File: config.mk
export PLATFORM = sky130hd
export DESIGN_NAME = ws2812_serializer
export DESIGN_NICKNAME = d
export VERILOG_FILES = /design/src/rtl/ws2812_serializer.sv
export SDC_FILE = /design/constraint.sdc
export NUM_CORES = 1
export LEC_CHECK = 0
export CAP_MARGIN = 20
export CELL_PAD_IN_SITES_DETAIL_PLACEMENT = 0
export CELL_PAD_IN_SITES_GLOBAL_PLACEMENT = 1
export CORE_UTILIZATION = 35
export CTS_CLUSTER_DIAMETER = 150
export DETAILED_ROUTE_END_ITERATION = 10
export GPL_ROUTABILITY_DRIVEN = 0
export GPL_TIMING_DRIVEN = 1
export PLACE_DENSITY = 0.73
export SETUP_SLACK_MARGIN = 0.15
export SLEW_MARGIN = 20
export SYNTH_ARGS = -nofsm -noshare
export SYNTH_HDL_FRONTEND = slang
export SYNTH_SLANG_ARGS = --single-unit
File: constraint.sdc
create_clock -name clk -period 2.1 [get_ports clk]
set_input_delay 0.315 -clock clk [delete_from_list [all_inputs] [get_ports clk]]
set_output_delay 0.315 -clock clk [all_outputs]
set_load 0.02 [all_outputs]
File: src/rtl/ws2812_serializer.sv
// ws2812_serializer: shifts a 24*NUM_LEDS-bit GRB frame onto the WS2812 line, then holds the latch low.
// Define WS2812_SERIALIZER_REPEAT_EN for a level-triggered start with back-to-back refresh.
module ws2812_serializer #(
    parameter int NUM_LEDS = 5,
    parameter int T0H_CYC  = 20,
    parameter int T1H_CYC  = 40,
    parameter int BIT_CYC  = 62,
    parameter int RST_CYC  = 2600
) (
    input  logic                    clk,
    input  logic                    rst_n,
    input  logic [24*NUM_LEDS-1:0]  grb_seq,
    input  logic                    send,
    output logic                    busy,
    output logic                    done,
    output logic                    dout
);

    localparam int FRAME_W = 24 * NUM_LEDS;
    localparam int BW      = $clog2(FRAME_W + 1);
    localparam int MAX_CYC = (BIT_CYC > RST_CYC) ? BIT_CYC : RST_CYC;
    localparam int CW      = $clog2(MAX_CYC + 1);

    localparam logic [BW-1:0] LAST_BIT = BW'(FRAME_W - 1);
    localparam logic [CW-1:0] T0H_C    = CW'(T0H_CYC);
    localparam logic [CW-1:0] T1H_C    = CW'(T1H_CYC);
    localparam logic [CW-1:0] BIT_LAST = CW'(BIT_CYC - 1);
    localparam logic [CW-1:0] RST_LAST = CW'(RST_CYC - 1);

    typedef enum logic [1:0] {
        IDLE,
        SEND,
        LATCH
    } state_t;

    state_t               state_q, state_d;
    logic [FRAME_W-1:0]   shift_q, shift_d;
    logic [BW-1:0]        bit_cnt_q, bit_cnt_d;
    logic [CW-1:0]        cyc_cnt_q, cyc_cnt_d;
    logic                 latch_end_q, latch_end_d;
    logic                 dout_q, dout_d;
    logic                 busy_q, busy_d;
    logic                 done_q, done_d;
    logic                 start;
    logic                 load;
    logic [CW-1:0]        hi_len;

`ifdef WS2812_SERIALIZER_REPEAT_EN
    assign start = send;
`else
    logic send_hist_q, send_hist_d;

    assign send_hist_d = send;
    assign start       = send & ~send_hist_q;

    always_ff @(posedge clk or negedge rst_n) begin
        if (!rst_n) begin
            send_hist_q <= 1'b0;
        end else begin
            send_hist_q <= send_hist_d;
        end
    end
`endif

    assign hi_len = shift_q[FRAME_W-1] ? T1H_C : T0H_C;

    always_comb begin
        state_d     = state_q;
        shift_d     = shift_q;
        bit_cnt_d   = bit_cnt_q;
        cyc_cnt_d   = cyc_cnt_q;
        latch_end_d = 1'b0;
        load        = 1'b0;

        case (state_q)
            IDLE: begin
                load = start;
            end
            SEND: begin
                if (cyc_cnt_q == BIT_LAST) begin
                    cyc_cnt_d = '0;
                    shift_d   = {shift_q[FRAME_W-2:0], 1'b0};
                    bit_cnt_d = bit_cnt_q + 1'b1;
                    if (bit_cnt_q == LAST_BIT) begin
                        bit_cnt_d = '0;
                        state_d   = LATCH;
                    end
                end else begin
                    cyc_cnt_d = cyc_cnt_q + 1'b1;
                end
            end
            LATCH: begin
                if (cyc_cnt_q == RST_LAST) begin
                    cyc_cnt_d   = '0;
                    latch_end_d = 1'b1;
                    state_d     = IDLE;
`ifdef WS2812_SERIALIZER_REPEAT_EN
                    load        = send;
`endif
                end else begin
                    cyc_cnt_d = cyc_cnt_q + 1'b1;
                end
            end
            default: begin
                state_d = IDLE;
            end
        endcase

        if (load) begin
            shift_d   = grb_seq;
            bit_cnt_d = '0;
            cyc_cnt_d = '0;
            state_d   = SEND;
        end

        // Outputs trail the state by one register so dout/busy/done stay glitch-free and aligned.
        dout_d = (state_q == SEND) && (cyc_cnt_q < hi_len);
        busy_d = (state_q != IDLE);
        done_d = latch_end_q;
    end

    always_ff @(posedge clk or negedge rst_n) begin
        if (!rst_n) begin
            state_q     <= IDLE;
            shift_q     <= '0;
            bit_cnt_q   <= '0;
            cyc_cnt_q   <= '0;
            latch_end_q <= 1'b0;
            dout_q      <= 1'b0;
            busy_q      <= 1'b0;
            done_q      <= 1'b0;
        end else begin
            state_q     <= state_d;
            shift_q     <= shift_d;
            bit_cnt_q   <= bit_cnt_d;
            cyc_cnt_q   <= cyc_cnt_d;
            latch_end_q <= latch_end_d;
            dout_q      <= dout_d;
            busy_q      <= busy_d;
            done_q      <= done_d;
        end
    end

    assign dout = dout_q;
    assign busy = busy_q;
    assign done = done_q;

endmodule

==> impl_metrics.tcl, run 1 <==
set metrics [dict create \
    drt.antenna.violating_nets 0 \
    slowest_delay_ns 0.53 \
    max_cap_viol_count 0 \
    intPower_uw 5470 \
    synth_edf_count 0 \
    wl_met2_mm 8.20 \
    post-place-ws_ns -0.0859 \
    cts_max_path_buffers 2 \
    fin_nets 1065 \
    synthTopCellsByCount "nand2_1, dfrtp_1, nor2_1" \
    reg2regPathDepth 5 \
    critPathArrivalTime_ns 2.39 \
    hold_class "flop to flop" \
    finalCriticalPeriod_ns 2.05 \
    hold_depth 0 \
    worstSetupPathType "flop to flop" \
    cellPowerDensity_mw_per_mm2 721 \
    synth_seq_area_share_pct 54.3 \
    final-hold-violation-count 0 \
    synth_flop_cell "dfrtp_1" \
    reg2reg_to "bit_cnt_q[6]" \
    ys_seq_elements 146 \
    finalSetupViolations 0 \
    p_sw_uw 1590 \
    synth_cells 801 \
    io_buffers 125 \
    power_frac_seq_pct 43.9 \
    hold_path_startpoint "done_d" \
    die_h_um 141 \
    cts.sinks 146 \
    drtIter0Drc 368 \
    power.leakage_uw 0.00433 \
    synth.cell_area_mm2 0.00673 \
    synth.most_common_cell "nand2_1" \
    combPwrFrac_pct 10.7 \
    slew_headroom_pct 65.2 \
    grt_pass1_vias 5747 \
    routedWlPerCell_um 15.5 \
    vias_per_cell 5.08 \
    cts_made_buffers 17 \
    syn2layout_area_growth_pct 45.5 \
    antenna_found_initial 1 \
    grt_usage_pct 18.2 \
    path_cells "nor4_4 > nand3_2 > or3_4 > or4b_4 > a21oi_2" \
    grt_max_degree 107 \
    dp.cells 1135 \
    rsz0062_at_grt "true" \
    grt_pass1_wl_mm 28.7 \
    nFillCells 1720 \
    cts_tree "yes" \
    vias 6000 \
    drt_first_pass_iters 6 \
    critPathCapture "bit_cnt_q[6]" \
    final_cells 1182 \
    drc 0 \
    synth.distinct_cells 37 \
    clock_latency_ns 0.42 \
    finalCritPeriodShare_pct 97.4 \
    cts_root_buf "clkbuf_16" \
    worst_slack_ns 0.0546 \
    cp-startpoint "cyc_cnt_q[10]" \
    synth_area_leaders "dfrtp_1, nand2_1, a31oi_1, nor2_1, clkbuf_1" \
    dr_wl_met3_um 887 \
    multiInputGateArea_mm2 0.00324 \
    yosys.area.top_type "dfrtp_1" \
    critPathSlowestCell "or4b_4" \
    clk_pin_slew_ns 0.06 \
    tightest_slew_ns 0.521 \
    rows 50 \
    die_x_um 141 \
    async_flop_share_pct 100 \
    ys_warn_count 0 \
    syn_nets 930 \
    grt_overflow_total 0 \
    routed_wl_mm 18.3 \
    outcome "complete, no violations" \
    antenna_cells 0 \
    htreeDepth 4 \
    cp_max_fo 5 \
    synth_top_area_share_pct 54.3 \
    syn_area_per_cell_um2 8.40 \
    fin_worst_skew_ns 0.0131 \
    r2r_start "cyc_cnt_q[10]" \
    setup-tns-final_ns 0 \
    core_mm2 0.0188 \
    slew_violations 0 \
    drive_gt1_share_pct 15.2 \
    dieArea_mm2 0.0198 \
    cp_top_family "simple AND/OR/NAND/NOR gates" \
    cp-start-kind "flop" \
    pwr-share-clk_pct 45.4 \
    worstPathRequired_ns 2.45 \
    clock.fmax_mhz 489 \
    r2r_slack_ns 0.05 \
    final_area_mm2 0.00980 \
    initial_core_util_pct 35.9 \
    ios 126 \
    cp.depth 5 \
    ir_worst_vdd_uv 439 \
    top_layer "met4" \
    regArea_mm2 0.00365 \
    crit_buf_inv 0 \
    switching_share_pct 22.5 \
    hpwl_mm 10.6 \
    dpl_cell_area_mm2 0.00846 \
    whs_ns 0.349 \
    end_kind "flop" \
    drt-met1-wl_mm 9.11 \
]
==> metal layers <==
metal	GRT usage, %	up-vias
met5	0	-
met4	5.09	0
met3	5.40	11
met2	26.1	122
met1	26.4	2878
li1	-	2989
==> worst min-delay path by stage <==
stage and endpoint:
3_5_place_dp shift_q[90], 6_report done, 3_3_place_gp shift_q[90], 5_1_grt done
4_1_cts done, 2_1_floorplan bit_cnt_q[0]
==> what timing repair did <==
item / in CTS / in global routing
hold endpoints to repair: 45 / 0
gates resized for setup: 5 / 100
endpoints found under the setup margin: 112 / 137
pin swaps: 2 / 10
hold buffers: 1 / 0
buffers inserted: 2 / 4
gates cloned: 1 / 8
==> registers in the layout, summed over array words and instances, names as in the netlist <==
register	count
send_hist_q	1
dout	1
state_q	2
done	1
busy	1
shift_q	120
cyc_cnt_q	12
done_d	1
bit_cnt_q	7
==> cell usage in the layout (no fill, tap or decap), types with 4 or more instances in the layout <==
master and n:
nand2_1 218, dfrtp_1 146, nor2_1 127, clkdlybuf4s50_1 124, a31oi_1 108, clkbuf_16 24, buf_4 22, nand2_2 18
nand2_4 16, o21ai_0 10, buf_12 9, a31oi_4 8, a22o_1 8, nand3_1 7, nor2b_1 6, nor3_1 6
ha_1 6, inv_1 5, and3_1 5, a31oi_2 5, o21ai_1 5, clkinv_2 5, buf_16 5, bufinv_16 4
buf_6 4
==> power by group through the flow <==
| stage | Combinational, uW | Sequential [uW] | Clock [uW] |
|---|---|---|---|
| 6_report | 755 | 3100 | 3200 |
| 5_1_grt | 834 | 3120 | 3390 |
| 4_1_cts | 708 | 3080 | 3290 |
| 2_1_floorplan | 236 | 3120 | 0 |
| 3_5_place_dp | 698 | 3120 | 0 |
| 3_3_place_gp | 693 | 3130 | 0 |
==> logic make-up after synthesis <==
logic type	share of synthesized area (%)
flip-flops	54.3
AO/OA/AOI/OAI	15.1
adder cells (fa/ha/maj)	1.12
AND/OR/NAND/NOR	25.7
multiplexers	0.167
buffers and inverters	3.63
==> final cells by class <==
class	count	area share [%]
Sequential cell	146	37.3
Multi-Input combinational cell	593	33.1
Timing Repair Buffer	173	20.1
Clock buffer	20	4.66
Tap cell	234	2.99
Clock inverter	11	1.63
Inverter	5	0.192
==> per-stage QoR <==
stage          util [%]  total power (uW)
3_5_place_dp       45.1              3820
2_1_floorplan         -              3360
5_1_grt            52.2              7350
3_3_place_gp       45.1              3820
4_1_cts            48.8              7080
6_report           52.2              7060
(Power assumes the default switching activity.)
==> run 2: changes to the inputs <==
--- a/config.mk
+++ b/config.mk
@@ -11,7 +11,6 @@
 export CORE_UTILIZATION = 35
 export CTS_CLUSTER_DIAMETER = 150
 export DETAILED_ROUTE_END_ITERATION = 10
-export GPL_ROUTABILITY_DRIVEN = 0
 export GPL_TIMING_DRIVEN = 1
 export PLACE_DENSITY = 0.73
 export SETUP_SLACK_MARGIN = 0.15
==> results of run 2 <==
Same layout as run 1: the final DEF is identical, and so are final timing and power.
==> run 3: changes to the inputs <==
--- a/config.mk
+++ b/config.mk
@@ -5,10 +5,11 @@
 export SDC_FILE = /design/constraint.sdc
 export NUM_CORES = 1
 export LEC_CHECK = 0
-export CAP_MARGIN = 20
+export CAP_MARGIN = 10
 export CELL_PAD_IN_SITES_DETAIL_PLACEMENT = 0
 export CELL_PAD_IN_SITES_GLOBAL_PLACEMENT = 1
 export CORE_UTILIZATION = 35
+export CTS_BUF_LIST = sky130_fd_sc_hd__clkbuf_2 sky130_fd_sc_hd__clkbuf_4 sky130_fd_sc_hd__clkbuf_8
 export CTS_CLUSTER_DIAMETER = 150
 export DETAILED_ROUTE_END_ITERATION = 10
 export GPL_TIMING_DRIVEN = 1
==> run 3 against run 2 <==
Compared with the run above: die area did not move; critical path depth is 3 higher; combinational power about the same; final cell count is essentially flat; fmax decreased by 1.8%; largest cell class unchanged; design area decreased by 1.9%.
==> impl_metrics.tcl, run 3 (synthesis results as in run 1) <==
set metrics [dict create \
    top_layer "met4" \
    largest_register "shift_q" \
    hold_path_startpoint "send" \
    finalCritPeriodShare_pct 99.2 \
    antenna_found_initial 1 \
    dp.cells 1135 \
    slowest_delay_ns 0.42 \
    outcome "complete, no violations" \
    fin_nets 1066 \
    routed_wl_mm 18.0 \
    rows 50 \
    dieArea_mm2 0.0198 \
    clk_pin_slew_ns 0.09 \
    grt_pass1_wl_mm 28.7 \
    drt-met1-wl_mm 8.85 \
    die_x_um 141 \
    initial_core_util_pct 35.9 \
    finalSetupViolations 0 \
    end_kind "flop" \
    syn2layout_area_growth_pct 42.7 \
    cp_max_fo 7 \
    power.total_uw 6290 \
    io_buffers 125 \
    cts_root_buf "clkbuf_8" \
    cellPowerDensity_mw_per_mm2 654 \
    setup-tns-final_ns 0 \
    path_cells "nor4_4 > buf_4 > buf_6 > nand4_1 > a31oi_4 > buf_12 > nor3_4 > mux2_4" \
    largest_reg_flops 120 \
    final-hold-violation-count 0 \
    grt_usage_pct 18.1 \
    hold_class "input pin to flop" \
    power.leakage_uw 0.00424 \
    hpwl_mm 10.6 \
    drc 0 \
    whs_ns 0.341 \
    tightest_slew_ns 0.525 \
    slew_violations 0 \
    grt_max_degree 107 \
    layout_common_cells "nand2_1, dfrtp_1, nor2_1" \
    worstPathRequired_ns 2.45 \
    r2r_start "cyc_cnt_q[10]" \
    grt_pass1_vias 5744 \
    clock_latency_ns 0.45 \
    drtIter0Drc 374 \
    clock.fmax_mhz 480 \
    routedWlPerCell_um 15.2 \
    slew_headroom_pct 65.0 \
    cts_tree "yes" \
    reg_top3 "shift_q: 120 flops, cyc_cnt_q: 12 flops, bit_cnt_q: 7 flops" \
    critPathSlowestCell "dfrtp_1" \
    die_h_um 141 \
    ir_worst_vdd_uv 403 \
    drt_first_pass_iters 5 \
    rsz0062_at_grt "true" \
    vias 6001 \
    mostFrequentLayoutCell "nand2_1" \
    dr_wl_met3_um 973 \
    r2r_slack_ns 0.02 \
    fin_worst_skew_ns 0.0159 \
    gp_congestion 0.768 \
    max_cap_viol_count 0 \
    ios 126 \
    drive_gt1_share_pct 14.9 \
    cp-start-kind "flop" \
    wl_met2_mm 8.00 \
    cts_made_buffers 17 \
    core_mm2 0.0188 \
    worstSetupPathType "flop to flop" \
    finalCriticalPeriod_ns 2.08 \
    critPathArrivalTime_ns 2.43 \
    cts_max_path_buffers 2 \
    cp-startpoint "cyc_cnt_q[10]" \
    grt_overflow_total 0 \
    drt.antenna.violating_nets 0 \
    cts.sinks 146 \
    htreeDepth 4 \
    final_core_utilization_pct 51.2 \
    final_cells 1183 \
    antenna_cells 0 \
    vias_per_cell 5.07 \
]
-- run 3: path summary, 6_finish.rpt --
kind                       depth (start not counted)      endpoint
min reg2reg                                        0          done
min                                                1   send_hist_q
max reg2reg                                        8  cyc_cnt_q[3]
max                                                8  cyc_cnt_q[3]
max in group asynchronous                          3   shift_q[27]
min in group asynchronous                          2   shift_q[90]
-- run 3: critical path, delay by kind of cell (launching register included) --
kind            cells  cell delay (ns)
flops               1             0.42
simple gates        3             0.55
buf+inv             3             0.43
mux                 1             0.27
compound gates      1             0.30
-- run 3: layout make-up --
| cell class | count | area [um2] |
|---|---|---|
| fill | 1749 | 9160 |
| sequential | 146 | 3650 |
| multi-input combinational | 593 | 3210 |
| timing repair buffer | 174 | 2000 |
| tap | 234 | 293 |
| clock buffer | 20 | 269 |
| clock inverter | 11 | 160 |
| inverter | 5 | 18.8 |
-- run 3: layer usage --
metal / GRT usage (%) / vias to the layer above
met5: 0 / -
met4: 5.26 / 0
met3: 5.13 / 17
met2: 26.0 / 144
met1: 26.4 / 2846
li1: - / 2994
-- run 3: what timing repair did --
item / 4_1_cts / 5_1_grt
gates cloned: 1 / 9
setup buffers: 2 / 4
hold buffers: 1 / 0
gates resized for setup: 5 / 97
hold endpoints to repair: 45 / 0
setup endpoints to repair: 112 / 137
pin swaps: 2 / 20
-- run 3: per-stage QoR --
step	worst slack (ns)	instance area [um2]
final	0.0174	9610
after global routing	-0.0456	9610
after CTS	0.0572	8960
after detailed placement	-0.0859	8460
after global placement	-0.0855	8460
after floorplan	0.0523	6770
-- run 3: report_power, final --
group          switching [uW]  internal, uW
Sequential                120          2970
Combinational             294           462
Clock                    1090          1350
